## config.mk

```make
export PLATFORM = sky130hd
export DESIGN_NAME = sram_port0_ctrl_flat
export DESIGN_NICKNAME = d
export VERILOG_FILES = /design/src/rtl/sram_port0_ctrl_pkg.sv /design/src/rtl/sram_port0_ctrl_if.sv /design/src/rtl/sram_port0_ctrl_rsp_fifo.sv /design/src/rtl/sram_port0_ctrl.sv /design/src/flat_wrapper.sv
export SDC_FILE = /design/constraint.sdc
export NUM_CORES = 1
export LEC_CHECK = 0
export CAP_MARGIN = 0
export CORE_UTILIZATION = 25
export CTS_CLUSTER_DIAMETER = 60
export DETAILED_ROUTE_END_ITERATION = 7
export GPL_ROUTABILITY_DRIVEN = 0
export PLACE_DENSITY_LB_ADDON = 0.08
export RECOVER_POWER = 50
export SYNTH_ARGS = -nofsm -noshare
export SYNTH_HDL_FRONTEND = slang
export SYNTH_SLANG_ARGS = --single-unit
export TNS_END_PERCENT = 5
```

## constraint.sdc

```tcl
create_clock -name clk0 -period 6.1 [get_ports clk0]
set_clock_uncertainty 0.2 [all_clocks]
set_input_delay 1.22 -clock clk0 [delete_from_list [all_inputs] [get_ports clk0]]
set_output_delay 1.22 -clock clk0 [all_outputs]
set_load 0.02 [all_outputs]
```

## src/rtl/sram_port0_ctrl_pkg.sv

```systemverilog
// ---------------------------------------------------------------------------
// sram_ctrl_pkg
// Shared definitions for the SRAM port-0 initiator:
//   DEF_*          default geometry of the SRAM macro
//   ctrl_state_t   controller mode (zero-fill after reset, then normal service)
//   IDLE_*         pin levels driven while the macro is not selected
// ---------------------------------------------------------------------------
package sram_ctrl_pkg;

  localparam int DEF_DATA_WIDTH = 32;
  localparam int DEF_ADDR_WIDTH = 8;
  localparam int DEF_NUM_WMASKS = DEF_DATA_WIDTH / 8;

  typedef enum logic {
    ST_CLEAR = 1'b0,
    ST_RUN   = 1'b1
  } ctrl_state_t;

  localparam logic IDLE_CSB       = 1'b1;
  localparam logic IDLE_WEB       = 1'b1;
  localparam logic IDLE_WMASK_BIT = 1'b0;

endpackage

```

## src/rtl/sram_port0_ctrl_if.sv

```systemverilog
// ---------------------------------------------------------------------------
// sram_port0_ctrl_if
// Request/response stream between the core (master) and the SRAM port-0
// controller (slave).
//   req_valid/req_ready  request handshake, transfer on both high at clk edge
//   req_we               1 = write, 0 = read
//   req_wmask            byte enables for writes
//   req_addr/req_wdata   word address and write data
//   rsp_valid/rsp_ready  read-response handshake
//   rsp_rdata            read data, returned in request order
// ---------------------------------------------------------------------------
interface sram_port0_ctrl_if #(
  parameter int DATA_WIDTH = sram_ctrl_pkg::DEF_DATA_WIDTH,
  parameter int ADDR_WIDTH = sram_ctrl_pkg::DEF_ADDR_WIDTH,
  parameter int NUM_WMASKS = sram_ctrl_pkg::DEF_NUM_WMASKS
) ();

  logic                  req_valid;
  logic                  req_ready;
  logic                  req_we;
  logic [NUM_WMASKS-1:0] req_wmask;
  logic [ADDR_WIDTH-1:0] req_addr;
  logic [DATA_WIDTH-1:0] req_wdata;
  logic                  rsp_valid;
  logic                  rsp_ready;
  logic [DATA_WIDTH-1:0] rsp_rdata;

  modport master (
    output req_valid, req_we, req_wmask, req_addr, req_wdata, rsp_ready,
    input  req_ready, rsp_valid, rsp_rdata
  );

  modport slave (
    input  req_valid, req_we, req_wmask, req_addr, req_wdata, rsp_ready,
    output req_ready, rsp_valid, rsp_rdata
  );

endinterface

```

## src/rtl/sram_port0_ctrl_rsp_fifo.sv

```systemverilog
// ---------------------------------------------------------------------------
// sram_rsp_fifo
// Synchronous FIFO holding SRAM read data until the consumer takes it.
//   clk0, resetn   clock and synchronous active-low reset (pointers/count only)
//   i_push/i_data  write an entry (dropped if full; flagged by assertion)
//   i_pop          remove the head entry (ignored when empty)
//   o_data         head entry
//   o_count        occupancy
//   o_full/o_empty status flags
// DEPTH must be a power of two so the pointers wrap naturally.
// ---------------------------------------------------------------------------
module sram_rsp_fifo #(
  parameter int WIDTH = 32,
  parameter int DEPTH = 4
) (
  input  logic                     clk0,
  input  logic                     resetn,
  input  logic                     i_push,
  input  logic [WIDTH-1:0]         i_data,
  input  logic                     i_pop,
  output logic [WIDTH-1:0]         o_data,
  output logic [$clog2(DEPTH):0]   o_count,
  output logic                     o_full,
  output logic                     o_empty
);

  localparam int PW = $clog2(DEPTH);

  logic [WIDTH-1:0] r_mem [DEPTH];
  logic [PW-1:0]    r_wr_ptr;
  logic [PW-1:0]    r_rd_ptr;
  logic [PW:0]      r_count;
  logic             w_push;
  logic             w_pop;

  assign o_full  = (r_count == (PW+1)'(DEPTH));
  assign o_empty = (r_count == '0);
  assign w_push  = i_push & ~o_full;
  assign w_pop   = i_pop & ~o_empty;
  assign o_data  = r_mem[r_rd_ptr];
  assign o_count = r_count;

  always_ff @(posedge clk0) begin
    if (!resetn) begin
      r_wr_ptr <= '0;
      r_rd_ptr <= '0;
      r_count  <= '0;
    end else begin
      if (w_push) r_wr_ptr <= r_wr_ptr + PW'(1);
      if (w_pop)  r_rd_ptr <= r_rd_ptr + PW'(1);
      case ({w_push, w_pop})
        2'b10:   r_count <= r_count + (PW+1)'(1);
        2'b01:   r_count <= r_count - (PW+1)'(1);
        default: r_count <= r_count;
      endcase
    end
  end

  // Storage carries no reset: only entries behind the pointers are ever read.
  always_ff @(posedge clk0) begin
    if (w_push) r_mem[r_wr_ptr] <= i_data;
  end

  always_ff @(posedge clk0) begin
    if (resetn) assert (!(i_push && o_full));
  end

endmodule

```

## src/rtl/sram_port0_ctrl.sv

```systemverilog
// ---------------------------------------------------------------------------
// sram_port0_ctrl
// Initiator for port 0 of a 1RW SRAM macro. Converts a valid/ready stream of
// byte-masked reads/writes into the macro's active-low pin protocol, returns
// read data through a response FIFO, and optionally zero-fills the array
// after reset before accepting requests.
//   clk0, resetn        clock (shared with the macro) and sync active-low reset
//   bus                 request/response stream (sram_port0_ctrl_if.slave)
//   init_done           high once the post-reset clear has finished
//   csb0/web0/wmask0/addr0/din0   registered macro pins
//   dout0               macro read data
// Read latency is two cycles from acceptance: pins at E0, macro capture at
// E1, dout0 captured into the FIFO at E2.
// ---------------------------------------------------------------------------
module sram_port0_ctrl
  import sram_ctrl_pkg::*;
#(
  parameter int DATA_WIDTH     = DEF_DATA_WIDTH,
  parameter int ADDR_WIDTH     = DEF_ADDR_WIDTH,
  parameter int NUM_WMASKS     = DEF_NUM_WMASKS,
  parameter int RSP_DEPTH      = 4,
  parameter bit CLEAR_ON_RESET = 1'b1
) (
  input  logic                  clk0,
  input  logic                  resetn,
  sram_port0_ctrl_if.slave      bus,
  output logic                  init_done,
  output logic                  csb0,
  output logic                  web0,
  output logic [NUM_WMASKS-1:0] wmask0,
  output logic [ADDR_WIDTH-1:0] addr0,
  output logic [DATA_WIDTH-1:0] din0,
  input  logic [DATA_WIDTH-1:0] dout0
);

  localparam int CW = $clog2(RSP_DEPTH) + 1;

  ctrl_state_t           r_state;
  ctrl_state_t           w_state_nxt;
  logic [ADDR_WIDTH:0]   r_clr_cnt;
  logic [ADDR_WIDTH:0]   w_clr_cnt_nxt;
  logic                  r_init_done;

  logic                  r_csb;
  logic                  r_web;
  logic [NUM_WMASKS-1:0] r_wmask;
  logic [ADDR_WIDTH-1:0] r_addr;
  logic [DATA_WIDTH-1:0] r_din;
  logic                  w_csb_nxt;
  logic                  w_web_nxt;
  logic [NUM_WMASKS-1:0] w_wmask_nxt;
  logic [ADDR_WIDTH-1:0] w_addr_nxt;
  logic [DATA_WIDTH-1:0] w_din_nxt;

  logic                  r_rd_vld_p0;
  logic                  r_rd_vld_p1;
  logic [CW-1:0]         r_credits;

  logic                  w_req_ready;
  logic                  w_accept;
  logic                  w_rd_accept;
  logic                  w_pop;
  logic [DATA_WIDTH-1:0] w_fifo_head;
  logic [CW-1:0]         w_fifo_count;
  logic                  w_fifo_full;
  logic                  w_fifo_empty;

  // Credits cover FIFO entries plus reads still in the tag pipeline, so a
  // read is only taken when its response is guaranteed a FIFO slot.
  assign w_req_ready = r_init_done & (r_state == ST_RUN) &
                       (bus.req_we | (r_credits < CW'(RSP_DEPTH)));
  assign w_accept    = bus.req_valid & w_req_ready;
  assign w_rd_accept = w_accept & ~bus.req_we;
  assign w_pop       = ~w_fifo_empty & bus.rsp_ready;

  assign bus.req_ready = w_req_ready;
  assign bus.rsp_valid = ~w_fifo_empty;
  assign bus.rsp_rdata = w_fifo_empty ? '0 : w_fifo_head;

  assign init_done = r_init_done;
  assign csb0      = r_csb;
  assign web0      = r_web;
  assign wmask0    = r_wmask;
  assign addr0     = r_addr;
  assign din0      = r_din;

  always_comb begin
    w_state_nxt   = r_state;
    w_clr_cnt_nxt = r_clr_cnt;
    w_csb_nxt     = IDLE_CSB;
    w_web_nxt     = IDLE_WEB;
    w_wmask_nxt   = {NUM_WMASKS{IDLE_WMASK_BIT}};
    w_addr_nxt    = r_addr;
    w_din_nxt     = r_din;
    case (r_state)
      ST_CLEAR: begin
        // The extra counter MSB marks that the last word has been issued.
        if (r_clr_cnt[ADDR_WIDTH]) begin
          w_state_nxt = ST_RUN;
        end else begin
          w_csb_nxt     = 1'b0;
          w_web_nxt     = 1'b0;
          w_wmask_nxt   = '1;
          w_addr_nxt    = r_clr_cnt[ADDR_WIDTH-1:0];
          w_din_nxt     = '0;
          w_clr_cnt_nxt = r_clr_cnt + (ADDR_WIDTH+1)'(1);
        end
      end
      ST_RUN: begin
        if (w_accept) begin
          w_csb_nxt   = 1'b0;
          w_web_nxt   = ~bus.req_we;
          w_wmask_nxt = bus.req_we ? bus.req_wmask : '0;
          w_addr_nxt  = bus.req_addr;
          w_din_nxt   = bus.req_wdata;
        end
      end
      default: ;
    endcase
  end

  always_ff @(posedge clk0) begin
    if (!resetn) begin
      r_state     <= CLEAR_ON_RESET ? ST_CLEAR : ST_RUN;
      r_clr_cnt   <= '0;
      r_init_done <= 1'b0;
    end else begin
      r_state     <= w_state_nxt;
      r_clr_cnt   <= w_clr_cnt_nxt;
      r_init_done <= (w_state_nxt == ST_RUN);
    end
  end

  // Stage p0: pins registered at acceptance edge E0
  always_ff @(posedge clk0) begin
    if (!resetn) begin
      r_csb       <= IDLE_CSB;
      r_web       <= IDLE_WEB;
      r_wmask     <= {NUM_WMASKS{IDLE_WMASK_BIT}};
      r_addr      <= '0;
      r_din       <= '0;
      r_rd_vld_p0 <= 1'b0;
      r_rd_vld_p1 <= 1'b0;
      r_credits   <= '0;
    end else begin
      r_csb       <= w_csb_nxt;
      r_web       <= w_web_nxt;
      r_wmask     <= w_wmask_nxt;
      r_addr      <= w_addr_nxt;
      r_din       <= w_din_nxt;
      r_rd_vld_p0 <= w_rd_accept;
      // Stage p1: macro captured pins at E1; dout0 settles after its falling edge
      r_rd_vld_p1 <= r_rd_vld_p0;
      r_credits   <= r_credits + CW'(w_rd_accept) - CW'(w_pop);
    end
  end

  // Stage p2: dout0 pushed into the response FIFO at E2
  sram_rsp_fifo #(
    .WIDTH (DATA_WIDTH),
    .DEPTH (RSP_DEPTH)
  ) u_rsp_fifo (
    .clk0    (clk0),
    .resetn  (resetn),
    .i_push  (r_rd_vld_p1),
    .i_data  (dout0),
    .i_pop   (w_pop),
    .o_data  (w_fifo_head),
    .o_count (w_fifo_count),
    .o_full  (w_fifo_full),
    .o_empty (w_fifo_empty)
  );

  always_ff @(posedge clk0) begin
    if (resetn) begin
      assert (w_fifo_count <= r_credits);
      assert (!(w_fifo_full && r_rd_vld_p1));
    end
  end

endmodule
```

## src/flat_wrapper.sv

```systemverilog
// flat-port wrapper written by rule: the top's interface ports become plain ports
module sram_port0_ctrl_flat import sram_ctrl_pkg::*;
#(
  parameter int DATA_WIDTH     = DEF_DATA_WIDTH,
  parameter int ADDR_WIDTH     = DEF_ADDR_WIDTH,
  parameter int NUM_WMASKS     = DEF_NUM_WMASKS,
  parameter int RSP_DEPTH      = 4,
  parameter bit CLEAR_ON_RESET = 1'b1
)
  (clk0, resetn, init_done, csb0, web0, wmask0, addr0, din0, dout0, bus_req_valid, bus_req_we, bus_req_wmask, bus_req_addr, bus_req_wdata, bus_rsp_ready, bus_req_ready, bus_rsp_valid, bus_rsp_rdata);
  sram_port0_ctrl_if #(.DATA_WIDTH(DATA_WIDTH), .ADDR_WIDTH(ADDR_WIDTH), .NUM_WMASKS(NUM_WMASKS)) bus_i ();
  input  logic clk0;
  input  logic resetn;
  output logic init_done;
  output logic csb0;
  output logic web0;
  output logic [NUM_WMASKS-1:0] wmask0;
  output logic [ADDR_WIDTH-1:0] addr0;
  output logic [DATA_WIDTH-1:0] din0;
  input  logic [DATA_WIDTH-1:0] dout0;
  input wire logic [$bits(bus_i.req_valid)-1:0] bus_req_valid;
  input wire logic [$bits(bus_i.req_we)-1:0] bus_req_we;
  input wire logic [$bits(bus_i.req_wmask)-1:0] bus_req_wmask;
  input wire logic [$bits(bus_i.req_addr)-1:0] bus_req_addr;
  input wire logic [$bits(bus_i.req_wdata)-1:0] bus_req_wdata;
  input wire logic [$bits(bus_i.rsp_ready)-1:0] bus_rsp_ready;
  output wire logic [$bits(bus_i.req_ready)-1:0] bus_req_ready;
  output wire logic [$bits(bus_i.rsp_valid)-1:0] bus_rsp_valid;
  output wire logic [$bits(bus_i.rsp_rdata)-1:0] bus_rsp_rdata;
  assign bus_i.req_valid = bus_req_valid;
  assign bus_i.req_we = bus_req_we;
  assign bus_i.req_wmask = bus_req_wmask;
  assign bus_i.req_addr = bus_req_addr;
  assign bus_i.req_wdata = bus_req_wdata;
  assign bus_i.rsp_ready = bus_rsp_ready;
  assign bus_req_ready = bus_i.req_ready;
  assign bus_rsp_valid = bus_i.rsp_valid;
  assign bus_rsp_rdata = bus_i.rsp_rdata;
  sram_port0_ctrl #(.DATA_WIDTH(DATA_WIDTH), .ADDR_WIDTH(ADDR_WIDTH), .NUM_WMASKS(NUM_WMASKS), .RSP_DEPTH(RSP_DEPTH), .CLEAR_ON_RESET(CLEAR_ON_RESET)) u_core (.clk0(clk0), .resetn(resetn), .bus(bus_i), .init_done(init_done), .csb0(csb0), .web0(web0), .wmask0(wmask0), .addr0(addr0), .din0(din0), .dout0(dout0));
endmodule
```

==> results.toml <==
[run_status]
status = "complete, but fails checks"
violations = "max-capacitance violations, max-slew violations"

[critical_path]
critPathCaptureType = "primary output"
worst-path-max-fanout = 24
worstPathArrival_ns = 2.99
cp.required_ns = 4.68
startpoint_type = "flop"
crit_type = "flop to primary output"

[timing]
max_freq_mhz = 227.0
maxSlewHeadroom_pct = -30.94
period_needed_ns = 4.406
worst-slew-pin-transition_ns = 1.964
final-hold-violation-count = 0
period_share_pct = 72.23
slew_viol_final = 132
tns_ns = 0
finalSetupViolations = 0
rsz0062_at_grt = "no"

[logic_synthesis]
ys_top_cells_by_area = "edfxtp_1, dfxtp_1, mux4_2"
synth_nets = 624
syn_area_um2 = 7810
yosys_warnings = 0
yosysTopAreaCell = "edfxtp_1"
synth_seq_area_share_pct = 67.16
netlist.area_leader.share_pct = 49.21
netlist_instances = 533
ys_seq_elements = 198
synth.avg_cell_area_um2 = 14.65
ys_types = 41

[floorplan]
core_um2 = 30670
die_h_um = 178.8
core.rowCount = 64
die-area_um2 = 31950
die_w_um = 178.8
initial_core_util_pct = 25.47
ios = 162

[final_layout]
final_layout_size_suffix_gt1_share_pct = 11.00
area_growth_pct = 32.87
final_util_pct = 33.84
final_cell_mix = "clkdlybuf4s50_1, edfxtp_1, dfxtp_1"
fin_nets = 769
instances_no_fill = 1088

[power_and_ir_drop]
peakVddDrop_mv = 0.1464
leakagePower_nw = 3.160
power.density_nw_per_um2 = 251.0

[cts]
insertion_delay_ns = 0.43
cts.sink_count = 198
postCtsResizedCells = 0
clk_pin_slew_ns = 0.07
holdBufCountCts = 0
cts_root_buf = "clkbuf_16"
cts-buffers-inserted = 17
cts_max_path_buffers = 2
h-tree-depth = 4
postCtsSetupRepairBufs = 0
cts_tree = "done"

[global_route]
grt_pass1_wl_mm = 30.41
grt_max_degree = 42
grtUsageTotal_pct = 12.79
antenna_found_initial = 1
globalRouteOverflowTotal = 0
grt_pass1_vias = 5272

[drt]
first_pass_iters = 4
antenna_left = 0
drtIter0Drc = 243
num_vias = 4954
wire_per_inst_um = 18.16
viasPerCell = 4.553
drt_wl_total_mm = 19.76
drcViolationCount = 0

[placement]
dp.cells = 1055
portBuffers = 161
dp_hpwl_mm = 12.21

[job]
drv_cap = 4

[hold_path]
hp-class = "flop to flop"
cell usage after synthesis (all sizes together):
cell type and number:
a211oi 16, a21o 2, a21oi 43, and2 5, and3 4, buf 13
clkbuf 30, clkinv 1, dfxtp 70, edfxtp 128, fa 2, ha 8
inv 13, mux2i 8, mux4 32, nand2 6, nand2b 1, nand3 37
nand3b 1, nand4 1, nor2 11, nor2b 33, nor3 3, nor3b 1
nor4 1, o211ai 32, o21a 5, o21ai 3, o311ai 1, o31a 2
o31ai 4, or2 1, or3 2, or3b 1, or4 4, xnor2 5
xor2 3
through the flow:
| stage | hold slack, ns | area [um^2] | total power, mW | setup slack [ns] |
|---|---|---|---|---|
| after detailed placement | 0.2243 | 9812 | 1.550 | 1.968 |
| after CTS | 0.2477 | 10380 | 2.648 | 1.531 |
| after global routing | 0.2681 | 10380 | 2.705 | 1.414 |
| after global placement | 0.2259 | 9812 | 1.548 | 1.962 |
| after floorplan | 0.2118 | 7810 | 1.477 | 2.681 |
| final | 0.2423 | 10380 | 2.605 | 1.694 |
worst max-delay path: stages, from the launching register on:
cell and delay (ns):
dfxtp_2 0.95, buf_4 0.38, mux4_2 0.51, nor2b_1 0.16
clkdlybuf4s50_1 0.55
worst paths after layout:
path,slack (ns),to,start,cells after the start
worst max-delay path,1.69,bus_rsp_rdata[22],flop,4
worst min-delay path,0.24,u_core.r_rd_vld_p1,u_core.r_rd_vld_p0,1
worst max register to register,3.23,u_core.u_rsp_fifo.r_mem[1][28],u_core.u_rsp_fifo.o_count[0],2
worst min register to register,0.24,u_core.r_rd_vld_p1,u_core.r_rd_vld_p0,1
routing by layer:
layer  vias up  wire, um  GRT usage [%]
met4         0       218          3.708
met5         -         0              0
li1       2329         -              -
met2       139      9355          21.20
met1      2471      8801          15.52
met3        15      1381          4.601
layout make-up:
class / instances / area [um^2]
multi-input cells: 278 / 2340
inverters: 14 / 52.55
diodes: 1 / 2.502
flip-flops and latches: 198 / 5248
clock inverters: 14 / 138.9
fillers: 3003 / 20290
repair buffers: 169 / 1672
well taps: 396 / 495.5
clock buffers: 18 / 429.2
logic make-up after synthesis:
kind of cell             share of synthesized area (%)
adder cells (fa/ha/maj)                          1.794
AO/OA/AOI/OAI                                    9.004
flip-flops                                       67.16
XOR/XNOR                                        0.8972
buffers and inverters                            2.980
AND/OR/NAND/NOR                                  7.914
multiplexers                                     10.25
sequential cells by signal, summed over array words and instances (netlist names), named ones only:
signal,count
u_core.din0,32
u_core.r_clr_cnt,9
u_core.addr0,8
u_core.u_rsp_fifo.o_count,3
u_core.u_rsp_fifo.r_mem,128
u_core.u_rsp_fifo.r_rd_ptr,2
u_core.web0,1
u_core.r_credits,3
u_core.r_rd_vld_p1,1
u_core.u_rsp_fifo.r_wr_ptr,2
u_core.r_rd_vld_p0,1
u_core.csb0,1
u_core.wmask0,4
u_core.r_state,1
power by group:
group	switching (mW)	total, mW	internal, mW
logic	0.0329	0.0838	0.0509
clock network	0.547	1.09	0.543
registers	0.00343	1.43	1.43
total	0.584	2.60	2.02
No activity file was read; power rests on OpenSTA's default activity.
